### src/rtl/pe_pkg.sv
// Shared op encoding, modulus constant sets and elaboration-time helpers for the
// parametrised butterfly PE.
package pe_pkg;

  typedef enum logic [1:0] {
    OP_CT  = 2'd0,
    OP_GS  = 2'd1,
    OP_PWM = 2'd2,
    OP_BYP = 2'd3
  } op_e;

  localparam int KYBER_W = 12;
  localparam int KYBER_Q = 3329;
  localparam int DIL_W   = 23;
  localparam int DIL_Q   = 8380417;

  // With k = 2*ceil(log2 Q) and x < Q^2 <= 2^k, the quotient estimate is at most
  // one below exact, so one conditional subtract finishes the reduction.
  function automatic int barrett_k(input int q);
    return 2 * $clog2(q);
  endfunction

  function automatic longint barrett_m(input int q);
    return (longint'(1) << barrett_k(q)) / longint'(q);
  endfunction

  function automatic int inv2(input int q);
    return (q + 1) / 2;
  endfunction

endpackage

### src/rtl/pe_bfly_param_mod_mul.sv
// Stallable pipelined a*b mod Q: product register, Barrett reduction register,
// then plain delay stages up to MUL_LAT.
module mod_mul_red_p
  import pe_pkg::*;
#(
  parameter int W       = 12,
  parameter int Q       = 3329,
  parameter int MUL_LAT = 3
) (
  input  logic         clk,
  input  logic         i_en,
  input  logic [W-1:0] i_a,
  input  logic [W-1:0] i_b,
  output logic [W-1:0] o_p
);

  localparam int             PW = 2 * W;
  localparam int             BK = barrett_k(Q);
  localparam logic [W+1:0]   BM = (W+2)'(barrett_m(Q));
  localparam logic [W:0]     QW = (W+1)'(Q);

  function automatic logic [W-1:0] reduce(input logic [PW-1:0] x);
    logic [PW+W+1:0] xm;
    logic [W+1:0]    qh;
    logic [PW+1:0]   qq;
    logic [W:0]      r;
    xm = (PW+W+2)'(x) * (PW+W+2)'(BM);
    qh = (W+2)'(xm >> BK);
    qq = (PW+2)'(qh) * (PW+2)'(QW);
    // Remainder is below 2Q, so W+1 bits hold it exactly.
    r  = (W+1)'((PW+2)'(x) - qq);
    return (r >= QW) ? W'(r - QW) : W'(r);
  endfunction

  logic [PW-1:0] w_prod;
  assign w_prod = PW'(i_a) * PW'(i_b);

  generate
    if (MUL_LAT == 1) begin : g_one
      logic [W-1:0] r_p;
      always_ff @(posedge clk) begin
        if (i_en) r_p <= reduce(w_prod);
      end
      assign o_p = r_p;
    end else begin : g_multi
      logic [PW-1:0]             r_prod;
      logic [MUL_LAT-2:0][W-1:0] r_red;
      always_ff @(posedge clk) begin
        if (i_en) begin
          r_prod   <= w_prod;
          r_red[0] <= reduce(r_prod);
          for (int i = 1; i < MUL_LAT - 1; i++) r_red[i] <= r_red[i-1];
        end
      end
      assign o_p = r_red[MUL_LAT-2];
    end
  endgenerate

endmodule

### src/rtl/pe_bfly_param.sv
// Multi-mode butterfly PE: CT/GS/PWM/BYPASS per beat over LANES packed lanes,
// one fixed latency (MUL_LAT+2) and one global stall for every op.
module pe_bfly_param
  import pe_pkg::*;
#(
  parameter int W       = KYBER_W,
  parameter int Q       = KYBER_Q,
  parameter int LANES   = 2,
  parameter int MUL_LAT = 3
) (
  input  logic                         clk,
  input  logic                         rst,
  input  logic                         in_valid,
  output logic                         in_ready,
  input  logic [1:0]                   in_op,
  input  logic                         in_half,
  input  logic [LANES*W-1:0]           in_a,
  input  logic [LANES*W-1:0]           in_b,
  input  logic [LANES*W-1:0]           in_w,
  output logic                         out_valid,
  input  logic                         out_ready,
  output logic [LANES*W-1:0]           out_x,
  output logic [LANES*W-1:0]           out_y,
  output logic                         busy,
  output logic [$clog2(MUL_LAT+3)-1:0] inflight
);

  localparam int         L  = MUL_LAT + 2;
  localparam int         IW = $clog2(MUL_LAT + 3);
  localparam logic [W:0] QW = (W+1)'(Q);

  typedef logic [LANES-1:0][W-1:0] vec_t;

  function automatic logic [W-1:0] add_q(input logic [W-1:0] a, input logic [W-1:0] b);
    logic [W:0] s;
    s = {1'b0, a} + {1'b0, b};
    return (s >= QW) ? W'(s - QW) : W'(s);
  endfunction

  function automatic logic [W-1:0] sub_q(input logic [W-1:0] a, input logic [W-1:0] b);
    logic [W:0] d;
    d = {1'b0, a} - {1'b0, b};
    return (a < b) ? W'(d + QW) : W'(d);
  endfunction

  // Odd values become even by adding Q (odd), so the shift is exact mod Q.
  function automatic logic [W-1:0] half_q(input logic [W-1:0] v);
    logic [W:0] t;
    t = {1'b0, v} + (v[0] ? QW : '0);
    return W'(t >> 1);
  endfunction

  logic w_en, w_acc, w_done;
  assign w_en   = ~out_valid | out_ready;
  assign w_acc  = in_valid & w_en;
  assign w_done = out_valid & out_ready;

  logic [L-1:0]   r_vld_pipe;
  logic [IW-1:0]  r_inflight;
  vec_t           r_x, r_y;

  op_e            r0_op;
  logic           r0_half;
  vec_t           r0_a, r0_b, r0_w;

  op_e            r_dop   [MUL_LAT];
  logic [MUL_LAT-1:0] r_dhalf;
  vec_t           r_dp    [MUL_LAT];
  vec_t           r_dq    [MUL_LAT];

  vec_t           w_mx, w_p, w_m, w_ox, w_oy;

  for (genvar g = 0; g < LANES; g++) begin : g_lane
    logic [W-1:0] w_s, w_d, w_pp, w_qq, w_mm, w_nx, w_ny;

    assign w_s     = add_q(r0_a[g], r0_b[g]);
    assign w_d     = sub_q(r0_a[g], r0_b[g]);
    // Multiplier input: b for CT, (a-b) for GS, a for PWM; w is always the other factor.
    assign w_mx[g] = (r0_op == OP_GS)  ? w_d :
                     (r0_op == OP_PWM) ? r0_a[g] : r0_b[g];
    assign w_p[g]  = (r0_op == OP_GS)  ? w_s : r0_a[g];

    mod_mul_red_p #(.W(W), .Q(Q), .MUL_LAT(MUL_LAT)) u_mul (
      .clk  (clk),
      .i_en (w_en),
      .i_a  (w_mx[g]),
      .i_b  (r0_w[g]),
      .o_p  (w_m[g])
    );

    assign w_pp = r_dp[MUL_LAT-1][g];
    assign w_qq = r_dq[MUL_LAT-1][g];
    assign w_mm = w_m[g];

    always_comb begin
      w_nx = w_pp;
      w_ny = w_qq;
      case (r_dop[MUL_LAT-1])
        OP_CT: begin
          w_nx = add_q(w_pp, w_mm);
          w_ny = sub_q(w_pp, w_mm);
        end
        OP_GS: begin
          w_nx = r_dhalf[MUL_LAT-1] ? half_q(w_pp) : w_pp;
          w_ny = r_dhalf[MUL_LAT-1] ? half_q(w_mm) : w_mm;
        end
        OP_PWM:  w_nx = w_mm;
        default: ;
      endcase
    end

    assign w_ox[g] = w_nx;
    assign w_oy[g] = w_ny;
  end

  // Control state and visible outputs carry the async reset; pure data does not.
  always_ff @(posedge clk or negedge rst) begin
    if (!rst) begin
      r_vld_pipe <= '0;
      r_inflight <= '0;
      r_x        <= '0;
      r_y        <= '0;
    end else begin
      if (w_en) begin
        r_vld_pipe <= {r_vld_pipe[L-2:0], w_acc};
        if (r_vld_pipe[L-2]) begin
          r_x <= w_ox;
          r_y <= w_oy;
        end
      end
      case ({w_acc, w_done})
        2'b10:   r_inflight <= r_inflight + IW'(1);
        2'b01:   r_inflight <= r_inflight - IW'(1);
        default: ;
      endcase
    end
  end

  always_ff @(posedge clk) begin
    if (w_acc) begin
      r0_op   <= op_e'(in_op);
      r0_half <= in_half;
      r0_a    <= in_a;
      r0_b    <= in_b;
      r0_w    <= in_w;
    end
    if (w_en) begin
      r_dop[0]   <= r0_op;
      r_dhalf[0] <= r0_half;
      r_dp[0]    <= w_p;
      r_dq[0]    <= r0_b;
      for (int i = 1; i < MUL_LAT; i++) begin
        r_dop[i]   <= r_dop[i-1];
        r_dhalf[i] <= r_dhalf[i-1];
        r_dp[i]    <= r_dp[i-1];
        r_dq[i]    <= r_dq[i-1];
      end
    end
  end

  assign in_ready  = w_en;
  assign out_valid = r_vld_pipe[L-1];
  assign out_x     = r_x;
  assign out_y     = r_y;
  assign inflight  = r_inflight;
  assign busy      = (r_inflight != '0);

endmodule
### config.mk
export PLATFORM = sky130hd
export DESIGN_NAME = pe_bfly_param
export DESIGN_NICKNAME = d
export VERILOG_FILES = /design/src/rtl/pe_pkg.sv /design/src/rtl/pe_bfly_param_mod_mul.sv /design/src/rtl/pe_bfly_param.sv
export SDC_FILE = /design/constraint.sdc
export NUM_CORES = 2
export LEC_CHECK = 0
export CAP_MARGIN = 30
export CORE_ASPECT_RATIO = 1.5
export CORE_MARGIN = 3
export CORE_UTILIZATION = 60
export DETAILED_ROUTE_END_ITERATION = 7
export DONT_BUFFER_PORTS = 1
export PLACE_DENSITY_LB_ADDON = 0.1
export SYNTH_ARGS = -nofsm -noshare
export SYNTH_HDL_FRONTEND = slang
export SYNTH_SLANG_ARGS = --single-unit
### constraint.sdc
create_clock -name clk -period 13.8 [get_ports clk]
set_clock_uncertainty 0.15 [all_clocks]
set_input_delay 1.38 -clock clk [delete_from_list [all_inputs] [get_ports clk]]
set_output_delay 1.38 -clock clk [all_outputs]
set_load 0.005 [all_outputs]
==> metrics.txt <==
Synth area leader edfxtp_1; Post-synth EDFFs between 300 and 400; slowest CP cell fa_1; fin crit share between 70% and 80%; Crit path required time between 10 and 15 ns; 1st-iter DRT viols between 1500 and 2000; core area 0.0727 sq mm; Die ar. 0.0766 sq mm; Max-Cap Viols 0; latest clock arrival within the worst-skew pair ~0.6 ns; dpl cells about 5200; Worst path most repeated cell fa_1; FF+latch count, synth 380; synth warn 0; Clock Path Buffers 3; first-pass GRT wire length between 150000 and 200000 um; Hold Crit Class reg -> reg; Fmax achieved between 90 and 100 MHz; sequential-to-total area share from yosys stat 25.3%; Synth Area in Simple Gates between 10% and 20%; routed vias/inst just under 6; Port Buffers 0; status complete, no violations; Period minus WS final 10.28 ns; Post-CTS Setup Bufs 0; die height between 300 and 400 um; post_cts resized 0; root buf cell clkbuf_16; GR Overflow Total 0; Final Hold Viols 0; Worst-Margin Slew 1.04 ns; CTS Buf Count 40; most used flip-flop cell after synthesis edfxtp_1; crit start category register; critical path class reg -> reg; Syn Nets around 5500; CTS H-tree lvls 2; Yosys top cell area share around 22%; RSZ-0062 raised after global routing no; xor/xnor share of the synthesized area under 10%; CTS tree yes; first drt pass iteration count 6; CP Max Fanout 13; drt drc 0; Clock transition at path regs 0.07 ns; Initial Util between 60% and 70%; DRT antenna net count 0; compound-cell area share of the yosys netlist 11.2%; mapped cell area 0.0440 sq mm; Yosys cell types just under 100; area grow syn2layout 4.96%; gr usage total between 20% and 30%; largest net degree at the start of global routing 87; asr flop ratio synth between 10 and 15%; placer congestion estimate ~0.95; Setup TNS Final 0 ns; relative slew slack between 30 and 40%; ratio of cells with drive above 1 in the final layout about 4.1%; clk sinks between 300 and 400; via count about 30000; CP max stage delay around 0.65 ns; vias in the first global route roughly 32000; adder-cell share of the synthesized area 37.6%; Critical Path AT around 10 ns; largest family of logic cells by synthesized area adder cells; CTS Hold Bufs 0; Die W 227 um; Layout Cells excl Fill approximately 5300; Final setup viols 0; IO Count about 130; final net count between 5000 and 6000; max-slew violation count 0; Routed WL per cell just over 20 um; routed wire length between 100000 and 150000 um; Post-DP HPWL slightly below 90000 um; CP Capture Type register; post-synthesis cell count roughly 4400; fill cell count between 6000 and 7000; top post-synthesis cells by area edfxtp_1 (22%), fa_1 (22%), ha_1 (16%); post-synthesis mux area share between 1 and 1.5%; number of placement rows approximately 120; initial antenna violation count 5; Mean Syn Cell Area roughly 10 sq um
[Yosys cell counts, types with 25 or more instances]
library cell,count
a21oi_1,166
xor2_1,66
nand2b_1,44
or3_1,25
nor3_1,75
and3_1,41
ha_1,563
dfrtp_1,56
mux2i_1,29
o21ai_0,191
mux2_2,26
xnor2_1,189
edfxtp_1,324
fa_1,473
nor2_1,189
nand2_1,354
o21a_1,33
clkbuf_1,113
o211ai_1,32
a21o_1,46
nor2b_1,59
nand3_1,74
inv_1,723
a31oi_1,34
and2_1,98
a211oi_1,31
[final timing paths]
kind                                                              start                                           to  slack, ns  depth (start not counted)
max in group asynchronous                                           rst                    r_vld_pipe[4]$_DFFE_PN0N_      13.04                          0
hold / removal                                    r_dp[0][15]$_DFFE_PN_                        r_dp[0][39]$_DFFE_PN_       0.26                          0
hold reg to reg                                   r_dp[0][15]$_DFFE_PN_                        r_dp[0][39]$_DFFE_PN_       0.26                          0
min in group asynchronous                                           rst                        out_x[12]$_DFFE_PN0P_       0.32                          0
setup reg to reg           g_lane[1].u_mul.g_multi.r_prod[12]$_DFFE_PN_  g_lane[1].u_mul.g_multi.r_red[10]$_DFFE_PN_       3.52                         35
setup / recovery           g_lane[1].u_mul.g_multi.r_prod[12]$_DFFE_PN_  g_lane[1].u_mul.g_multi.r_red[10]$_DFFE_PN_       3.52                         35
[critical path, delay by kind of cell, from the launching register on]
family,cells,cell delay (ns)
simple gates,6,1.26
compound gates,11,2.00
mux,1,0.40
flops,1,0.59
fa+ha+maj,10,4.40
xor+xnor,4,1.10
buf+inv,3,0.15
[cells in the final DEF (no fill, tap or decap), types with 25 or more instances in the layout]
| master | n |
|---|---|
| xor2_1 | 66 |
| clkbuf_16 | 40 |
| dfrtp_1 | 56 |
| and3_1 | 41 |
| fa_1 | 473 |
| o21ai_0 | 189 |
| mux2_2 | 26 |
| nand3_1 | 74 |
| buf_4 | 33 |
| nand2_1 | 353 |
| or3_1 | 25 |
| nor2b_1 | 58 |
| a21o_1 | 46 |
| a31oi_1 | 34 |
| o211ai_1 | 32 |
| xnor2_1 | 189 |
| edfxtp_1 | 324 |
| and2_1 | 98 |
| nor2_1 | 189 |
| nor3_1 | 75 |
| a211oi_1 | 31 |
| o21a_1 | 33 |
| a21oi_1 | 166 |
| inv_1 | 722 |
| mux2i_1 | 29 |
| ha_1 | 563 |
| nand2b_1 | 42 |
[metal layers]
layer  vias up  wire [um]  track usage (%)  share of wire, %
li1      14687          -                -                 -
met1     15222      43300             35.8                41
met2       762      53400             50.1                50
met3       234       4740             3.40               4.4
met4         4       5180             12.8               4.9
met5         -         27                0             0.025
[state kept, by name, indices dropped and copies added, names as in the netlist, 24 cells and up]
register and count:
out_y 24, g_lane.u_mul.g_multi.r_red 24, r0_w 24, r_dq 72
g_lane.u_mul.o_p 24, r0_a 24, r_dp 72, out_x 24
g_lane.u_mul.g_multi.r_prod 48, r0_b 24
[per-stage QoR]
stage / utilization (%) / hold slack, ns / cell area [sq um] / worst slack, ns
final: 63.5 / 0.256 / 46200 / 3.52
after global routing: 63.5 / 0.264 / 46200 / 2.79
after CTS: 63.5 / 0.252 / 46100 / 3.48
after detailed placement: 61.7 / 0.255 / 44800 / 3.52
after global placement: 61.7 / 0.251 / 44800 / 3.59
after floorplan: - / 0.250 / 44000 / 2.26
[kinds of logic after synthesis]
logic type               count (synthesis)
AND/OR/NAND/NOR                       1054
XOR/XNOR                               259
AO/OA/AOI/OAI                          747
multiplexers                            57
adder cells (fa/ha/maj)               1036
buffers and inverters                  865
flip-flops                             380
[final cells by class]
cell class                      count  area [sq um]  share of cell area, %
Sequential cell                   380         11100                   24.1
Inverter                          724          2720                   5.89
Timing Repair Buffer               34           275                  0.596
Antenna cell                        3          7.51                 0.0163
Clock inverter                     30           282                  0.610
Clock buffer                       44          1020                   2.20
Tap cell                          922          1150                   2.50
Multi-Input combinational cell   3153         29600                   64.1
Power is left out: the tool's default activity adds up to more than one toggle a clock period on the data nets, which glitch-free logic cannot reach.
